===== src/rtl/tg_write_arbiter_pkg.sv =====
// Shared constants, types and helpers for the text-grid write arbiter.
// Consumed by tg_write_arbiter (optional feature macro: TG_BURST_LOCK_EN).
package tg_pkg;

    localparam int SCREEN_WIDTH  = 76;
    localparam int SCREEN_HEIGHT = 44;
    localparam int CELLS         = SCREEN_WIDTH * SCREEN_HEIGHT;
    localparam int ADDR_W        = $clog2(CELLS);

    localparam logic [7:0] ASCII_SPACE   = 8'd32;
    localparam logic [7:0] ASCII_NEWLINE = 8'd10;

    typedef logic [ADDR_W-1:0] tg_addr_t;

    typedef enum logic [1:0] {
        ARB   = 2'd0,
        LOCK  = 2'd1,
        CLEAR = 2'd2
    } tg_arb_state_e;

    // Requester index reached after stepping 'offset' places from 'base' on a ring of n.
    function automatic int rr_wrap(input int base, input int offset, input int n);
        return (base + offset) % n;
    endfunction

endpackage


===== src/rtl/tg_write_arbiter_rr_arbiter.sv =====
// Combinational round-robin pick: first asserted request at or after ptr_i, wrapping.
// The pointer register is owned by the instantiating module.
module rr_arbiter
    import tg_pkg::*;
#(
    parameter int NUM_REQ = 3,
    parameter int IDX_W   = $clog2(NUM_REQ)
) (
    input  logic [NUM_REQ-1:0] req_i,
    input  logic [IDX_W-1:0]   ptr_i,
    output logic [NUM_REQ-1:0] grant_o,
    output logic [IDX_W-1:0]   idx_o,
    output logic               any_o
);

    int cand;

    always_comb begin
        // NOTE: every output gets a default before the search so no path leaves it unassigned (no latch).
        grant_o = '0;
        idx_o   = '0;
        any_o   = 1'b0;
        cand    = 0;
        for (int k = 0; k < NUM_REQ; k++) begin
            cand = rr_wrap(int'(ptr_i), k, NUM_REQ);
            if (!any_o && req_i[cand]) begin
                any_o         = 1'b1;
                grant_o[cand] = 1'b1;
                idx_o         = IDX_W'(cand);
            end
        end
    end

endmodule


===== src/rtl/tg_write_arbiter.sv =====
// Shares the text-grid RAM write port among NUM_REQ valid/ready requesters and owns a
// full-screen clear engine. Define TG_BURST_LOCK_EN to hold the grant for multi-beat bursts.
module tg_write_arbiter
    import tg_pkg::tg_arb_state_e, tg_pkg::ARB, tg_pkg::LOCK, tg_pkg::CLEAR;
#(
    parameter int SCREEN_WIDTH  = tg_pkg::SCREEN_WIDTH,
    parameter int SCREEN_HEIGHT = tg_pkg::SCREEN_HEIGHT,
    parameter int NUM_REQ       = 3,
    parameter int CLEAR_CHAR    = 32,
    localparam int CELLS        = SCREEN_WIDTH * SCREEN_HEIGHT,
    localparam int ADDR_W       = $clog2(CELLS),
    localparam int GID_W        = $clog2(NUM_REQ)
) (
    input  logic                           pixel_clk_in,
    input  logic                           rst_n_in,
    input  logic [NUM_REQ-1:0]             req_valid_in,
    output logic [NUM_REQ-1:0]             req_ready_out,
    input  logic [NUM_REQ-1:0][ADDR_W-1:0] req_addr_in,
    input  logic [NUM_REQ-1:0][7:0]        req_char_in,
    input  logic [NUM_REQ-1:0]             req_last_in,
    input  logic                           clear_in,
    output logic                           clear_busy_out,
    output logic [GID_W-1:0]               grant_id_out,
    output logic                           oob_drop_out,
    output logic                           tg_we,
    output logic [ADDR_W-1:0]              tg_addr,
    output logic [7:0]                     tg_input
);

    tg_arb_state_e     state_q, state_d;
    logic [GID_W-1:0]  ptr_q, ptr_d;
    logic [ADDR_W-1:0] clr_cnt_q, clr_cnt_d;
    logic              tg_we_q, tg_we_d;
    logic [ADDR_W-1:0] tg_addr_q, tg_addr_d;
    logic [7:0]        tg_data_q, tg_data_d;
    logic [GID_W-1:0]  gid_q, gid_d;
    logic              oob_q, oob_d;
    logic              busy_q, busy_d;

`ifdef TG_BURST_LOCK_EN
    logic [GID_W-1:0]  lock_id_q, lock_id_d;
`else
    logic              unused_last;
    assign unused_last = ^req_last_in;
`endif

    logic [NUM_REQ-1:0] arb_req;
    logic [NUM_REQ-1:0] arb_grant;
    logic [GID_W-1:0]   arb_idx;
    logic               arb_any;
    logic [ADDR_W-1:0]  sel_addr;
    logic [7:0]         sel_char;
    logic               sel_last;
    logic               in_range;

    // Clear start outranks requesters; a locked burst defers the clear instead.
    always_comb begin
        arb_req = req_valid_in;
`ifdef TG_BURST_LOCK_EN
        if (state_q == LOCK) begin
            arb_req = req_valid_in & (NUM_REQ'(1) << lock_id_q);
        end
`endif
        if (!rst_n_in || state_q == CLEAR || (state_q == ARB && clear_in)) begin
            arb_req = '0;
        end
    end

    rr_arbiter #(
        .NUM_REQ (NUM_REQ),
        .IDX_W   (GID_W)
    ) u_rr_arbiter (
        .req_i   (arb_req),
        .ptr_i   (ptr_q),
        .grant_o (arb_grant),
        .idx_o   (arb_idx),
        .any_o   (arb_any)
    );

    assign req_ready_out = arb_grant;

    // One-hot AND-OR mux of the granted requester's beat.
    always_comb begin
        sel_addr = '0;
        sel_char = '0;
        sel_last = 1'b0;
        for (int i = 0; i < NUM_REQ; i++) begin
            if (arb_grant[i]) begin
                sel_addr = sel_addr | req_addr_in[i];
                sel_char = sel_char | req_char_in[i];
                sel_last = sel_last | req_last_in[i];
            end
        end
        in_range = (int'(sel_addr) < CELLS);
    end

    always_comb begin
        state_d   = state_q;
        ptr_d     = ptr_q;
        clr_cnt_d = clr_cnt_q;
        tg_we_d   = 1'b0;
        tg_addr_d = tg_addr_q;
        tg_data_d = tg_data_q;
        gid_d     = gid_q;
        oob_d     = 1'b0;
        busy_d    = 1'b0;
`ifdef TG_BURST_LOCK_EN
        lock_id_d = lock_id_q;
`endif
        unique case (state_q)
            CLEAR: begin
                tg_we_d   = 1'b1;
                tg_addr_d = clr_cnt_q;
                tg_data_d = 8'(CLEAR_CHAR);
                busy_d    = 1'b1;
                if (clr_cnt_q == ADDR_W'(CELLS - 1)) begin
                    state_d   = ARB;
                    clr_cnt_d = '0;
                end else begin
                    clr_cnt_d = clr_cnt_q + 1'b1;
                end
            end
            default: begin
                if (state_q == ARB && clear_in) begin
                    state_d   = CLEAR;
                    clr_cnt_d = '0;
                end else if (arb_any) begin
                    // Out-of-range beats complete the handshake but never reach the RAM.
                    tg_we_d   = in_range;
                    oob_d     = !in_range;
                    tg_addr_d = sel_addr;
                    tg_data_d = sel_char;
                    gid_d     = arb_idx;
                    ptr_d     = (arb_idx == GID_W'(NUM_REQ - 1)) ? '0 : arb_idx + 1'b1;
`ifdef TG_BURST_LOCK_EN
                    if (sel_last) begin
                        state_d = ARB;
                    end else begin
                        state_d   = LOCK;
                        lock_id_d = arb_idx;
                    end
`endif
                end
            end
        endcase
    end

    always_ff @(posedge pixel_clk_in or negedge rst_n_in) begin
        if (!rst_n_in) begin
            state_q   <= ARB;
            ptr_q     <= '0;
            clr_cnt_q <= '0;
            tg_we_q   <= 1'b0;
            tg_addr_q <= '0;
            tg_data_q <= '0;
            gid_q     <= '0;
            oob_q     <= 1'b0;
            busy_q    <= 1'b0;
`ifdef TG_BURST_LOCK_EN
            lock_id_q <= '0;
`endif
        end else begin
            // NOTE: non-blocking updates so every register samples the pre-edge next-state values.
            state_q   <= state_d;
            ptr_q     <= ptr_d;
            clr_cnt_q <= clr_cnt_d;
            tg_we_q   <= tg_we_d;
            tg_addr_q <= tg_addr_d;
            tg_data_q <= tg_data_d;
            gid_q     <= gid_d;
            oob_q     <= oob_d;
            busy_q    <= busy_d;
`ifdef TG_BURST_LOCK_EN
            lock_id_q <= lock_id_d;
`endif
        end
    end

    assign tg_we          = tg_we_q;
    assign tg_addr        = tg_addr_q;
    assign tg_input       = tg_data_q;
    assign grant_id_out   = gid_q;
    assign oob_drop_out   = oob_q;
    assign clear_busy_out = busy_q;

    a_ready_onehot: assert property (@(posedge pixel_clk_in) disable iff (!rst_n_in)
        $onehot0(req_ready_out));
    a_no_ready_in_clear: assert property (@(posedge pixel_clk_in) disable iff (!rst_n_in)
        (state_q == CLEAR) |-> (req_ready_out == '0));

endmodule


===== config.mk =====
export PLATFORM = sky130hd
export DESIGN_NAME = tg_write_arbiter
export DESIGN_NICKNAME = d
export VERILOG_FILES = /design/src/rtl/tg_write_arbiter_pkg.sv /design/src/rtl/tg_write_arbiter_rr_arbiter.sv /design/src/rtl/tg_write_arbiter.sv
export SDC_FILE = /design/constraint.sdc
export NUM_CORES = 1
export LEC_CHECK = 0
export CAP_MARGIN = 20
export CORE_MARGIN = 2
export CORE_UTILIZATION = 40
export DETAILED_ROUTE_END_ITERATION = 12
export PLACE_DENSITY = 0.74
export SLEW_MARGIN = 40
export SYNTH_ARGS = -nofsm -noshare
export SYNTH_HDL_FRONTEND = slang
export SYNTH_SLANG_ARGS = --single-unit
export TNS_END_PERCENT = 1

===== constraint.sdc =====
create_clock -name pixel_clk_in -period 7.1 [get_ports pixel_clk_in]
set_input_delay 1.775 -clock pixel_clk_in [delete_from_list [all_inputs] [get_ports pixel_clk_in]]
set_output_delay 1.775 -clock pixel_clk_in [all_outputs]
set_load 0.05 [all_outputs]

==> impl_results.md <==
* Fin nets at 433
* Syn_area_per_cell at 9.116 um2
* I/O pins at 97
* Post-synth ARST share at 100.0%
* Initial antenna violation count at 0
* Area growth, synth to finish at 42.99%
* DRC at 0
* Clock slew at reported path FFs at around 0.070 ns
* Die height at 82.88 um
* Gr ovfl total at 0
* Initial Util at about two fifths
* Main synth FF type: dfrtp_1
* Worst Max-Slew Pin Slew at 0.6506 ns
* Worst hold slack at 0.4812 ns
* Critical path capture point type: primary output
* Post-synth EDFFs at 0
* Fin. Hold Viols at 0
* Post-CTS Resized at 0
* Clock Skew at 0.004232 ns
* Max VDD drop at 0.1777 mV
* GRT Overall Usage at between 20% and 30%
* Core Area at slightly below 6000 um2
* Required time worst endpoint at between 5 and 6 ns
* Buffer count from post-CTS setup fixing at 0
* Vias per inst at ~5.9
* Hold Buf Count CTS at 0
* Largest net degree at the start of global routing at 42
* Worst hold path type: register to register
* YS warnings at 0
* Synthesized cell area at 2489 um2
* Achievable Freq at 160.8 MHz
* Post-synth top area share at about two fifths
* Num CTS Buffers at 5
* Endpoints failing setup at 0
* Seq cells post-synth at 40
* Drt total wl at approximately 7200 um
* First-pass GRT wire length at between 10000 and 15000 um
* RSZ-0062 raised after global routing: no
* Pre-Repair DR Iteration Count at 5
* CTS tree: done
* Nature of the critical path startpoint: primary input
* Yosys top cell by area: dfrtp_1
* Final worst path period share at 87.59%
* Status: finished clean
* Placer Congestion at between 0.8 and 0.9
* Full die area at 6868 um2
* Synth unique cells at 58
* Instance count of the mapped netlist at 273
* Layout cell share with drive strength beyond 1 at 8.056%
* Final Max Tran Viols at 0
* Drt wl/cell at 16.50 um
* Relative slew margins at between 50 and 60%
* Maximum fanout along the worst path at 10
* Crit path kind: primary input to primary output
* Die width at 82.88 um
* Longest Clk Path Bufs at 2
* Worst-skew pair later-pin latency at 0.29 ns
* Port bufs at 93
* Max Cap Viol at 0
* Vias at 2549
* Starting DRC count in detailed routing at 156
* Commonest non-fill, non-tap cell in the layout: clkdlybuf4s50_1
* PwrDens at 242.9 nW/um2
* Post-layout minimum cycle time at 6.219 ns
* Site row count at 28
* Commonest non-fill, non-tap cells in the layout: clkdlybuf4s50_1, nand2_1, dfrtp_1
* H-tree depth at 2
* Synth area leaders: dfrtp_1, a222oi_1, nand2_1
* Antenna diodes at 0
* Vias in the first global route at 2347
* Seq/Total Area, Yosys at between 40% and 50%
* Clock Sinks at 40
* Hpwl dp at 5219 um
* Static Leakage at 1.503 nW
* Post-route setup TNS at 0 ns
* Syn nets at 347
* Root Driver: clkbuf_8
* Critical Path AT at 4.44 ns
* Antenna viol nets, final at 0
critical path, cell delays in order:
cell and delay, ns:
clkdlybuf4s50_1 0.69, or4bb_1 0.54, a211oi_2 0.25, or2_2 0.14, a221o_1 0.20, clkdlybuf4s50_1 0.85
area by class of cell:
type | instances | area [um2]
clock buffer | 7 | 96.34
inverter | 7 | 26.28
timing repair buffer | 98 | 963.4
multi-input combinational | 207 | 1346
fill | 539 | 2397
sequential | 40 | 1002
clock inverter | 1 | 30.03
tap | 75 | 93.84
metrics by stage:
step	cells	power (W)	utilization (%)	setup slack, ns	cell area (um2)
after global placement	427	0.0006611	57.56	0.9170	3428
after detailed placement	427	0.0006658	57.63	0.9218	3432
after global routing	435	0.0009133	59.75	0.8163	3558
final	435	0.0008642	59.75	0.8808	3558
after floorplan	273	0.0005355	-	1.983	2489
after CTS	435	0.0008679	59.75	0.9037	3558
worst paths after layout:
| path | cells past startpoint | slack (ns) | to | start |
|---|---|---|---|---|
| min in group asynchronous | 2 | 1.60 | tg_addr[11] | rst_n_in |
| max in group asynchronous | 2 | 5.12 | state_q[1] | rst_n_in |
| setup / recovery | 6 | 0.88 | req_ready_out[0] | req_valid_in[1] |
| hold / removal | 2 | 0.48 | tg_input[0] | tg_input[0] |
| hold reg to reg | 2 | 0.48 | tg_input[0] | tg_input[0] |
| setup reg to reg | 10 | 3.89 | tg_we | ptr_q[0] |
logic make-up (layout without fill, tap and decap cells):
group	count (synthesis)	in the layout	share of synthesized area [%]
AO/OA/AOI/OAI	87	87	25.59
buffers and inverters	26	113	5.782
AND/OR/NAND/NOR	108	108	22.93
multiplexers	4	4	1.760
flip-flops	40	40	40.22
adder cells (fa/ha/maj)	7	7	3.369
XOR/XNOR	1	1	0.3520
power breakdown:
part / internal, W / switching, W
clock: 0.000124 / 0.0000770
sequential: 0.000284 / 0.0000576
combinational: 0.000143 / 0.000179
registers in the layout (all words and copies together) (netlist names):
signal          cells
tg_addr            12
tg_we               1
tg_input            8
clr_cnt_q          12
grant_id_out        2
clear_busy_out      1
ptr_q               2
state_q             1
oob_drop_out        1
Yosys cell counts (5+ instances only):
cell	number
nand4_1	5
nor2b_1	6
a222oi_1	17
clkbuf_1	8
nand2_1	45
inv_1	7
dfrtp_1	40
o21ai_0	22
a21oi_1	13
ha_1	5
nand3_1	7
a22oi_1	6
nor2_1	10
per-layer routing:
layer,vias to the layer above,routed length (um),global-route usage [%]
met3,6,578,5.666
met4,0,69,4.471
met1,1220,3267,28.65
li1,1209,-,-
met5,-,0,0
met2,114,3261,33.28
Power figures use the tool's default switching activity.
